`config.mk`:
```
export PLATFORM = sky130hd
export DESIGN_NAME = traffic_light_monitor
export DESIGN_NICKNAME = d
export VERILOG_FILES = /design/src/rtl/traffic_light_pkg.sv /design/src/rtl/tl_lamp_tracker.sv /design/src/rtl/traffic_light_monitor.sv
export SDC_FILE = /design/constraint.sdc
export NUM_CORES = 1
export LEC_CHECK = 0
export BUFFER_PORTS_ARGS = -buffer_cell sky130_fd_sc_hd__buf_2
export CAP_MARGIN = 20
export CORE_ASPECT_RATIO = 0.75
export CORE_MARGIN = 2
export CORE_UTILIZATION = 60
export DETAILED_ROUTE_END_ITERATION = 8
export PLACE_DENSITY = 0.84
export SYNTH_ARGS = -nofsm -noshare
export SYNTH_HDL_FRONTEND = slang
export SYNTH_SLANG_ARGS = --single-unit
```
`constraint.sdc`:
```
create_clock -name clk -period 5.5 [get_ports clk]
set_input_delay 0.275 -clock clk [delete_from_list [all_inputs] [get_ports clk]]
set_output_delay 0.275 -clock clk [all_outputs]
set_load 0.01 [all_outputs]
```
`src/rtl/traffic_light_pkg.sv`:
```
// Shared lamp encodings, lamp-state enum and default dwell bounds for the
// traffic-light controller and its monitor.
package traffic_light_pkg;

  localparam logic [2:0] LAMP_RED = 3'b100;
  localparam logic [2:0] LAMP_YEL = 3'b010;
  localparam logic [2:0] LAMP_GRN = 3'b001;

  typedef enum logic [1:0] {ST_UNK, ST_RED, ST_YEL, ST_GRN} lamp_state_t;

  localparam int GREEN_MIN_DEF  = 4;
  localparam int YELLOW_MIN_DEF = 2;
  localparam int YELLOW_MAX_DEF = 3;
  localparam int STALL_MAX_DEF  = 8;
  localparam int CW_DEF         = 6;

  function automatic lamp_state_t decode_lamp(input logic [2:0] light);
    lamp_state_t s;
    case (light)
      LAMP_RED: s = ST_RED;
      LAMP_YEL: s = ST_YEL;
      LAMP_GRN: s = ST_GRN;
      default:  s = ST_UNK;
    endcase
    return s;
  endfunction

  function automatic lamp_state_t legal_next(input lamp_state_t s);
    lamp_state_t n;
    case (s)
      ST_GRN:  n = ST_YEL;
      ST_YEL:  n = ST_RED;
      ST_RED:  n = ST_GRN;
      default: n = ST_UNK;
    endcase
    return n;
  endfunction

endpackage

```
`src/rtl/tl_lamp_tracker.sv`:
```
// One lamp: decode, colour FSM, dwell counter, and the per-lamp
// encoding / sequence / dwell-time checks (single-cycle pulses).
//
// state  | meaning
// UNK    | no trusted colour (after reset or an undecodable sample)
// RED    | lamp showing red
// YEL    | lamp showing yellow
// GRN    | lamp showing green
module tl_lamp_tracker
  import traffic_light_pkg::*;
#(
  parameter int GREEN_MIN  = GREEN_MIN_DEF,
  parameter int YELLOW_MIN = YELLOW_MIN_DEF,
  parameter int YELLOW_MAX = YELLOW_MAX_DEF,
  parameter int CW         = CW_DEF
) (
  input  logic       clk,
  input  logic       rst,
  input  logic [2:0] light,
  output logic       red_now,
  output logic       live_now,
  output logic       err_enc,
  output logic       err_seq,
  output logic       err_tim
);

  lamp_state_t   state_q, state_d, dec;
  logic [CW-1:0] dwell_q, dwell_d, dwell_inc;
  logic          exempt_q, exempt_d;

  always_ff @(posedge clk or negedge rst) begin
    if (!rst) begin
      state_q  <= ST_UNK;
      dwell_q  <= '0;
      exempt_q <= 1'b1;
    end else begin
      state_q  <= state_d;
      dwell_q  <= dwell_d;
      exempt_q <= exempt_d;
    end
  end

  // exempt marks an episode entered from UNK: its dwell is never judged
  always_comb begin
    dec       = decode_lamp(light);
    state_d   = state_q;
    dwell_d   = dwell_q;
    exempt_d  = exempt_q;
    err_enc   = 1'b0;
    err_seq   = 1'b0;
    err_tim   = 1'b0;
    dwell_inc = (dwell_q == '1) ? dwell_q : dwell_q + 1'b1;
    if (dec == ST_UNK) begin
      err_enc  = 1'b1;
      state_d  = ST_UNK;
      dwell_d  = '0;
      exempt_d = 1'b1;
    end else if (state_q == ST_UNK) begin
      state_d  = dec;
      dwell_d  = CW'(1);
      exempt_d = 1'b1;
    end else if (dec == state_q) begin
      dwell_d = dwell_inc;
      if (state_q == ST_YEL && !exempt_q && dwell_inc == CW'(YELLOW_MAX + 1))
        err_tim = 1'b1;
    end else begin
      state_d  = dec;
      dwell_d  = CW'(1);
      exempt_d = 1'b0;
      err_seq  = (dec != legal_next(state_q));
      if (!exempt_q) begin
        if (state_q == ST_GRN && dwell_q < CW'(GREEN_MIN))  err_tim = 1'b1;
        if (state_q == ST_YEL && dwell_q < CW'(YELLOW_MIN)) err_tim = 1'b1;
      end
    end
  end

  assign red_now  = (dec == ST_RED);
  assign live_now = (dec == ST_YEL) || (dec == ST_GRN);

endmodule

```
`src/rtl/traffic_light_monitor.sv`:
```
// Passive checker on the traffic-light controller output bus: four lamp
// trackers plus right-of-way conflict, all-red stall, sticky flags, viol_cnt.
module traffic_light_monitor
  import traffic_light_pkg::*;
#(
  parameter int GREEN_MIN  = GREEN_MIN_DEF,
  parameter int YELLOW_MIN = YELLOW_MIN_DEF,
  parameter int YELLOW_MAX = YELLOW_MAX_DEF,
  parameter int STALL_MAX  = STALL_MAX_DEF,
  parameter int CW         = CW_DEF
) (
  input  logic       clk,
  input  logic       rst,
  input  logic [2:0] light_M1,
  input  logic [2:0] light_MT,
  input  logic [2:0] light_M2,
  input  logic [2:0] light_S,
  input  logic       clr,
  output logic       err_encoding,
  output logic       err_conflict,
  output logic       err_sequence,
  output logic       err_timing,
  output logic       err_stall,
  output logic [7:0] viol_cnt
);

  logic [3:0] red_now, live_now, enc_v, seq_v, tim_v;
  logic [2:0] lights [4];

  assign lights[0] = light_M1;
  assign lights[1] = light_MT;
  assign lights[2] = light_M2;
  assign lights[3] = light_S;

  for (genvar g = 0; g < 4; g++) begin : g_lamp
    tl_lamp_tracker #(
      .GREEN_MIN (GREEN_MIN),
      .YELLOW_MIN(YELLOW_MIN),
      .YELLOW_MAX(YELLOW_MAX),
      .CW        (CW)
    ) u_trk (
      .clk     (clk),
      .rst     (rst),
      .light   (lights[g]),
      .red_now (red_now[g]),
      .live_now(live_now[g]),
      .err_enc (enc_v[g]),
      .err_seq (seq_v[g]),
      .err_tim (tim_v[g])
    );
  end

  logic          fire_enc, fire_con, fire_seq, fire_tim, fire_stall, any_fire;
  logic          all_red;
  logic [CW-1:0] stall_q, stall_inc;

  // index order: 0 M1, 1 MT, 2 M2, 3 S
  assign fire_con  = (live_now[3] && (live_now[0] || live_now[1] || live_now[2])) ||
                     (live_now[1] && live_now[2]);
  assign fire_enc  = |enc_v;
  assign fire_seq  = |seq_v;
  assign fire_tim  = |tim_v;
  assign all_red   = &red_now;
  assign stall_inc = (stall_q == '1) ? stall_q : stall_q + 1'b1;
  // equality (not >) gives one report per stall episode
  assign fire_stall = all_red && (stall_inc == CW'(STALL_MAX + 1));
  assign any_fire   = fire_enc | fire_con | fire_seq | fire_tim | fire_stall;

  always_ff @(posedge clk or negedge rst) begin
    if (!rst) stall_q <= '0;
    else      stall_q <= all_red ? stall_inc : '0;
  end

  always_ff @(posedge clk or negedge rst) begin
    if (!rst) begin
      err_encoding <= 1'b0;
      err_conflict <= 1'b0;
      err_sequence <= 1'b0;
      err_timing   <= 1'b0;
      err_stall    <= 1'b0;
      viol_cnt     <= 8'd0;
    end else if (clr) begin
      err_encoding <= fire_enc;
      err_conflict <= fire_con;
      err_sequence <= fire_seq;
      err_timing   <= fire_tim;
      err_stall    <= fire_stall;
      viol_cnt     <= {7'd0, any_fire};
    end else begin
      err_encoding <= err_encoding | fire_enc;
      err_conflict <= err_conflict | fire_con;
      err_sequence <= err_sequence | fire_seq;
      err_timing   <= err_timing   | fire_tim;
      err_stall    <= err_stall    | fire_stall;
      if (any_fire && viol_cnt != 8'hFF) viol_cnt <= viol_cnt + 8'd1;
    end
  end

endmodule

```
=== Word-level counts from Yosys, hierarchy flattened ===
Index checks and enable logic that the tools add are counted.

* Register bits: 55
* Bits in latches: 0
* Bits in writable memories: 0
* ROM bits: 0
* Input port bits: 15
* Logic and storage cells: 258
* Memories: 0

* $add $sub $neg: 6
* Multipliers: 0
* Div/mod/pow operators: 0
* Order comparisons: 8
* Equality and inequality tests: 59
* Shift-type cells: 0
* Multiplexer cells: 113
* Bitwise operators: 9
* Reduce and logical (&&, ||, !) cells: 44

{| class="wikitable"
|+ Operators with widths
! cell !! count
|-
| $mux 6 || 18
|-
| $mux 1 || 61
|-
| $mux 2 || 24
|-
| $pmux 2 s3 || 8
|-
| $eq 2x2->1 const B || 16
|-
| $add 6x1->6 const B || 5
|-
| $eq 6x6->1 const B || 5
|-
| $eq 6x3->1 const B || 4
|-
| $lt 6x2->1 const B || 4
|-
| $lt 6x3->1 const B || 4
|-
| $logic_and 1x1->1 || 20
|-
| $eq 2x1->1 const B || 8
|-
| $logic_not 2->1 || 8
|-
| $mux 8 || 2
|-
| $eq 3x1->1 const B || 4
|-
| $eq 3x2->1 const B || 4
|-
| $eq 3x3->1 const B || 4
|-
| $ne 3x1->1 const B || 4
|-
| $reduce_or 4->1 || 3
|-
| $or 1x1->1 || 9
|-
| $add 8x1->8 const B || 1
|-
| $eq 2x2->1 || 4
|-
| $ne 2x2->1 || 4
|-
| $ne 8x8->1 const B || 1
|-
| other kinds (5) || 14
|}

=== Logic depth before layout (Yosys ltp) ===
* Depth after elaboration: 17
* Mapped depth: 12
* Gate-level depth less buffers: 10

=== Cells and area by module ===
A second synthesis with hierarchy kept.

* Cells, all modules: 428
* Area, all modules: 3792.4 µm²

{| class="wikitable"
|+ By module, submodules not included
! module !! times used !! cells an instance !! area each (µm²) !! seq. area each (µm²)
|-
| tl_lamp_tracker || 4 || 81 || 701.9 || 226.5
|-
| traffic_light_monitor || 1 || 104 || 984.7 || 475.5
|}

=== Least setup slack after synthesis ===
Ideal clock, no wire load.

* Path type: register to register
* Start point: reg g_lamp[2].u_trk.state_q[1]
* End point: reg viol_cnt[2]
* Library setup time: 78 ps
* Data arrival time: 2614 ps
* Setup slack: 2808 ps
* Stages on the path, launching flop included: 12
* Path buffers: 2
* Period minus slack after synthesis: 2692 ps
* Cells stage by stage: dfrtp_1 -> clkbuf_1 -> inv_1 -> ha_1 -> or3_1 -> o32a_4 -> o32a_1 -> nand4_2 -> o31ai_2 -> buf_6 -> or3_1 -> a21oi_1

* Longest elaborated chain between the ends: 15
* Elaborated cells between the ends (all ways): 31

{| class="wikitable"
|+ Ends and longest elaborated chain
! element !! RTL line !! RTL
|-
| start, declared || tl_lamp_tracker.sv:27 || <nowiki>lamp_state_t state_q, state_d, dec;</nowiki>
|-
| start signal, assigned || tl_lamp_tracker.sv:37 || <nowiki>state_q <= state_d;</nowiki>
|-
| $eq 2x1->1 (tied with other cells) || traffic_light_pkg.sv:30 || <nowiki>case (s)</nowiki>
|-
| $pmux 2 s3 || traffic_light_pkg.sv:30 ||
|-
| $mux 2 || tl_lamp_tracker.sv:62 || <nowiki>end else if (dec == state_q) begin</nowiki>
|-
| $mux 2 || tl_lamp_tracker.sv:58 || <nowiki>end else if (state_q == ST_UNK) begin</nowiki>
|-
| $mux 2 || tl_lamp_tracker.sv:53 || <nowiki>if (dec == ST_UNK) begin</nowiki>
|-
| $ne 2x2->1 || tl_lamp_tracker.sv:70 || <nowiki>err_seq = (dec != legal_next(state_q));</nowiki>
|-
| $mux 1 || tl_lamp_tracker.sv:62 ||
|-
| $mux 1 || tl_lamp_tracker.sv:58 ||
|-
| $mux 1 || tl_lamp_tracker.sv:53 ||
|-
| $reduce_or 4->1 || traffic_light_monitor.sv:61 || <nowiki>assign fire_seq = |seq_v;</nowiki>
|-
| $or 1x1->1 || traffic_light_monitor.sv:67 || <nowiki>assign any_fire = fire_enc | fire_con | fire_seq | fire_tim | fire_stall;</nowiki>
|-
| $or 1x1->1 * (2 in series) || traffic_light_monitor.sv:67 ||
|-
| $logic_and 1x1->1 * || traffic_light_monitor.sv:95 || <nowiki>if (any_fire && viol_cnt != 8'hFF) viol_cnt <= viol_cnt + 8'd1;</nowiki>
|-
| $reduce_bool 2->1 (no source line) * || n/a ||
|-
| end signal, assigned || traffic_light_monitor.sv:88 || <nowiki>viol_cnt <= {7'd0, any_fire};</nowiki>
|-
| end signal, assigned || traffic_light_monitor.sv:95 ||
|-
| end, declared || traffic_light_monitor.sv:24 || <nowiki>output logic [7:0] viol_cnt</nowiki>
|}

Every way passes the cells marked *; elsewhere a longest branch is shown, timed or not. The select of a mux whose other input is x is not followed.
A chain may end at the register's enable or synchronous reset.

=== Final worst setup path ===
* Start point: reg g_lamp[3].u_trk.state_q[0]
* End point: reg viol_cnt[3]

* Longest elaborated chain between the ends: 15
* Elaborated cells between the ends (all ways): 31

{| class="wikitable"
|+ Ends and longest elaborated chain
! element !! RTL line
|-
| start, declared || tl_lamp_tracker.sv:27
|-
| start signal, assigned || tl_lamp_tracker.sv:37
|-
| $eq 2x1->1 (tied with other cells) || traffic_light_pkg.sv:30
|-
| $pmux 2 s3 || traffic_light_pkg.sv:30
|-
| $mux 2 || tl_lamp_tracker.sv:62
|-
| $mux 2 || tl_lamp_tracker.sv:58
|-
| $mux 2 || tl_lamp_tracker.sv:53
|-
| $ne 2x2->1 || tl_lamp_tracker.sv:70
|-
| $mux 1 || tl_lamp_tracker.sv:62
|-
| $mux 1 || tl_lamp_tracker.sv:58
|-
| $mux 1 || tl_lamp_tracker.sv:53
|-
| $reduce_or 4->1 || traffic_light_monitor.sv:61
|-
| $or 1x1->1 || traffic_light_monitor.sv:67
|-
| $or 1x1->1 * (2 in series) || traffic_light_monitor.sv:67
|-
| $logic_and 1x1->1 * || traffic_light_monitor.sv:95
|-
| $reduce_bool 2->1 (no source line) * || n/a
|}

Marks and branches as above.

==> results by group <==
Worst setup path
  • Crit path DAT: 3.18 ns
  • Crit start category: register
  • Setup crit end kind: register
  • Required @ worst endpoint: ~5.7 ns
  • Worst-path cell chain: or2_2 -> a2111oi_0 -> a221oi_1 -> o22ai_1 -> nand4_2 -> o31ai_2 -> o21ai_0 -> a21oi_1
  • Setup Crit Path Kind: reg -> reg
  • Largest stage delay, worst path: 0.72 ns
  • Crit path max fanout: 14
  • Max stage delay cell, worst path: o31ai_2

Finish
  • Utilization after layout: 65.9%
  • FF+latch area: between 0.001 and 0.0015 mm2
  • Non-filler cells, final: between 500 and 600
  • Share of cells above drive strength 1: 10.6%
  • Post-route cell area: around 0.0042 mm2
  • Area occupied by multi-input gates: 0.00235 mm2
  • Fill cell total of the finished layout: 531
  • Antenna diode count: 0
  • Layout area overhead: 6.02%
  • Nets@finish: 504

Clocking
  • Clk buf depth: 2
  • Cts repair resizes: 0
  • Hold buffers post-CTS: 0
  • Root Driver: clkbuf_8
  • Clk slew on worst S/H paths: 0.10 ns
  • Clock buffer count from CTS: 5
  • CTS Sinks: 55
  • Clock tree from TritonCTS: built
  • Post-CTS Setup Repair Bufs: 0
  • Worst skew pair latency: 0.30 ns
  • CTS HTree Levels: 2

Routing
  • M1 wire length: between 4 and 5 mm
  • Wire length reported by the detailed router: 8.29 mm
  • Vias per cell: 6.14
  • DR iter-0 viols: 210
  • Routed WL per cell: 15.3 um
  • WL met2: 3.84 mm
  • DRC Markers: 0
  • Pre-Repair DR Iteration Count: 4
  • DR WL met3: 335 um
  • Uppermost layer routed: met4
  • Via count: between 3k and 4k
  • Antenna viol nets, final: 0

Timing
  • Slew @ Worst Pin: 0.771 ns
  • Clk_skew: about 0.007 ns
  • Final Slew Violations: 0
  • Tmin final: between 2 and 3 ns
  • Final hold vios: 0
  • Final Setup Violations: 0
  • WHS: 0.0781 ns
  • Max Freq: 340 MHz
  • Tcrit/Tclk final: between 50% and 60%
  • RSZ-0062 raised after global routing: false
  • Slew headroom: 48.3%
  • Setup TNS: 0 ns

Floorplanning
  • Starting Density: 62.2%
  • Core region area: between 0.006 and 0.007 mm2
  • Ports: 28
  • DIE WIDTH: about 97 um
  • Die H: 74.1 um
  • # rows: 25
  • Die Area: 0.00722 mm2

Yosys
  • Post-synth ARST share: 100%
  • Share of the yosys chip area belonging to registers: 35.2%
  • Synth warn: 0
  • Unique masters post-synth: between 60 and 70
  • Syn_nets: 491
  • Cell count after synthesis: 449
  • Mapped Avg Cell Area: 8.75 um2
  • Syn Std Cell Area: 0.00393 mm2
  • Post-synth EDFFs: 0
  • Ys flop type: dfrtp_1
  • Yosys reg bits: 55

Placed design
  • Cell total after placement: 536
  • Port bufs: 27
  • Hpwl dp: 6.20 mm
  • Area after DPL: 0.00406 mm2
  • GP Congestion: 0.914

Global route
  • Total GRT Usage: between 20% and 30%
  • GRT overflow: 0
  • Vias in the first global route: 3071
  • First-pass GRT wire length: 14.4 mm
  • Largest net degree at the start of global routing: between 50 and 60
  • Initial antenna violation count: 0

Power and ir drop
  • VDD IR max: around 0.15 mV
  • Power Density: 209 mW/mm2
  • LEAKAGE: 1.81 nW

Worst hold path
  • Hold Path Class: in -> async

Status
  • Status: complete, no violations

Flow run
  • Maxcap violations: 0
## metrics by stage
step / setup WS, ns / power [mW]
finish: 2.56 / 0.870
global route: 2.24 / 0.924
CTS: 2.57 / 0.878
detailed placement: 2.61 / 0.615
global placement: 2.74 / 0.607
floorplan: 2.81 / 0.566
## worst paths after layout
path                                                             start                                      to  slack, ns  cells after the start
max in group asynchronous                                          rst                 viol_cnt[0]$_DFFE_PN0P_       4.96                      2
worst min register to register    g_lamp[2].u_trk.exempt_q$_DFFE_PN1P_    g_lamp[2].u_trk.exempt_q$_DFFE_PN1P_       0.49                      2
min in group clk                                            light_S[1]  g_lamp[3].u_trk.state_q[0]$_DFFE_PN0P_       0.25                      2
worst max-delay path            g_lamp[3].u_trk.state_q[0]$_DFFE_PN0P_                 viol_cnt[3]$_DFFE_PN0P_       2.56                      8
worst min-delay path                                               rst  g_lamp[3].u_trk.state_q[0]$_DFFE_PN0P_       0.08                      2
worst max register to register  g_lamp[3].u_trk.state_q[0]$_DFFE_PN0P_                 viol_cnt[3]$_DFFE_PN0P_       2.56                      8
## state kept, by name, indices dropped and copies added, names as in the netlist
register	count
err_conflict	1
err_encoding	1
err_sequence	1
err_stall	1
err_timing	1
g_lamp.u_trk.dwell_q	24
g_lamp.u_trk.exempt_q	4
g_lamp.u_trk.state_q	8
stall_q	6
viol_cnt	8
## where the power goes
group / switching, mW / total (mW) / internal (mW)
sequential: 0.0254 / 0.450 / 0.425
combinational: 0.0943 / 0.158 / 0.0641
clock: 0.129 / 0.262 / 0.133
total: 0.248 / 0.870 / 0.622
## cells by family after synthesis
kind of cell             share of synthesized area, %
AND/OR/NAND/NOR                                  26.9
buffers and inverters                            5.10
XOR/XNOR                                         5.80
flip-flops                                       35.2
adder cells (fa/ha/maj)                          8.85
AO/OA/AOI/OAI                                    16.7
multiplexers                                     1.53
## cell usage in the layout (no fill, tap or decap), types with 3 or more instances in the layout
| cell type | synthesis | layout |
|---|---|---|
| a21o_1 | 7 | 7 |
| dfstp_2 | 4 | 4 |
| a31oi_1 | 8 | 8 |
| inv_1 | 22 | 22 |
| mux2i_1 | 6 | 6 |
| nor2_1 | 48 | 48 |
| nand3b_1 | 6 | 6 |
| o21ai_0 | 27 | 27 |
| nor4_1 | 3 | 3 |
| a21oi_1 | 26 | 26 |
| o211ai_1 | 4 | 4 |
| clkbuf_8 | 0 | 5 |
| o21bai_1 | 4 | 4 |
| nor3b_1 | 10 | 10 |
| nor2b_1 | 11 | 11 |
| nand2_1 | 7 | 7 |
| nor3_1 | 21 | 21 |
| or2_2 | 3 | 3 |
| nand4_1 | 4 | 4 |
| and4_1 | 3 | 3 |
| xor2_1 | 11 | 11 |
| xnor2_1 | 15 | 15 |
| ha_1 | 27 | 27 |
| and3_1 | 8 | 8 |
| or3_1 | 9 | 9 |
| dfrtp_1 | 51 | 51 |
| nand3_1 | 31 | 31 |
| buf_2 | 6 | 27 |
| nand2b_1 | 4 | 4 |
| a221oi_1 | 3 | 3 |
| and3b_1 | 4 | 4 |
## per-layer routing
| layer | up-vias | track usage, % |
|---|---|---|
| met1 | 1614 | 34.3 |
| met4 | 0 | 5.56 |
| met2 | 68 | 40.2 |
| li1 | 1642 | - |
| met3 | 8 | 4.14 |
| met5 | - | 0 |
## synthesized netlist by cell type (6+ instances only)
cell type,instances,area [um2]
clkbuf_1,11,41.3
a21o_1,7,52.6
nor2b_1,11,68.8
a21oi_1,26,130
nor3_1,21,105
nor2_1,48,180
nor3b_1,10,75.1
mux2i_1,6,60.1
xnor2_1,15,131
or3_1,9,56.3
xor2_1,11,96.3
nand3b_1,6,45.0
o21ai_0,27,135
inv_1,22,82.6
dfrtp_1,51,1280
buf_2,6,30.0
nand2_1,7,26.3
and3_1,8,50.1
nand3_1,31,155
ha_1,27,338
a31oi_1,8,50.1
## worst max-delay path, delay by kind of cell (launching register included)
| kind | cells | cell delay (ns) |
|---|---|---|
| AO/OA/AOI/OAI | 6 | 1.91 |
| AND/OR/NAND/NOR | 2 | 0.50 |
| flip-flops | 1 | 0.47 |
## cell type report
type / count / area share, %
multi-input cells: 349 / 56.4
flip-flops and latches: 55 / 33.2
repair buffers: 28 / 3.42
well taps: 81 / 2.43
inverters: 23 / 2.07
clock buffers: 5 / 1.65
clock inverters: 2 / 0.901
(Power assumes the default switching activity.)
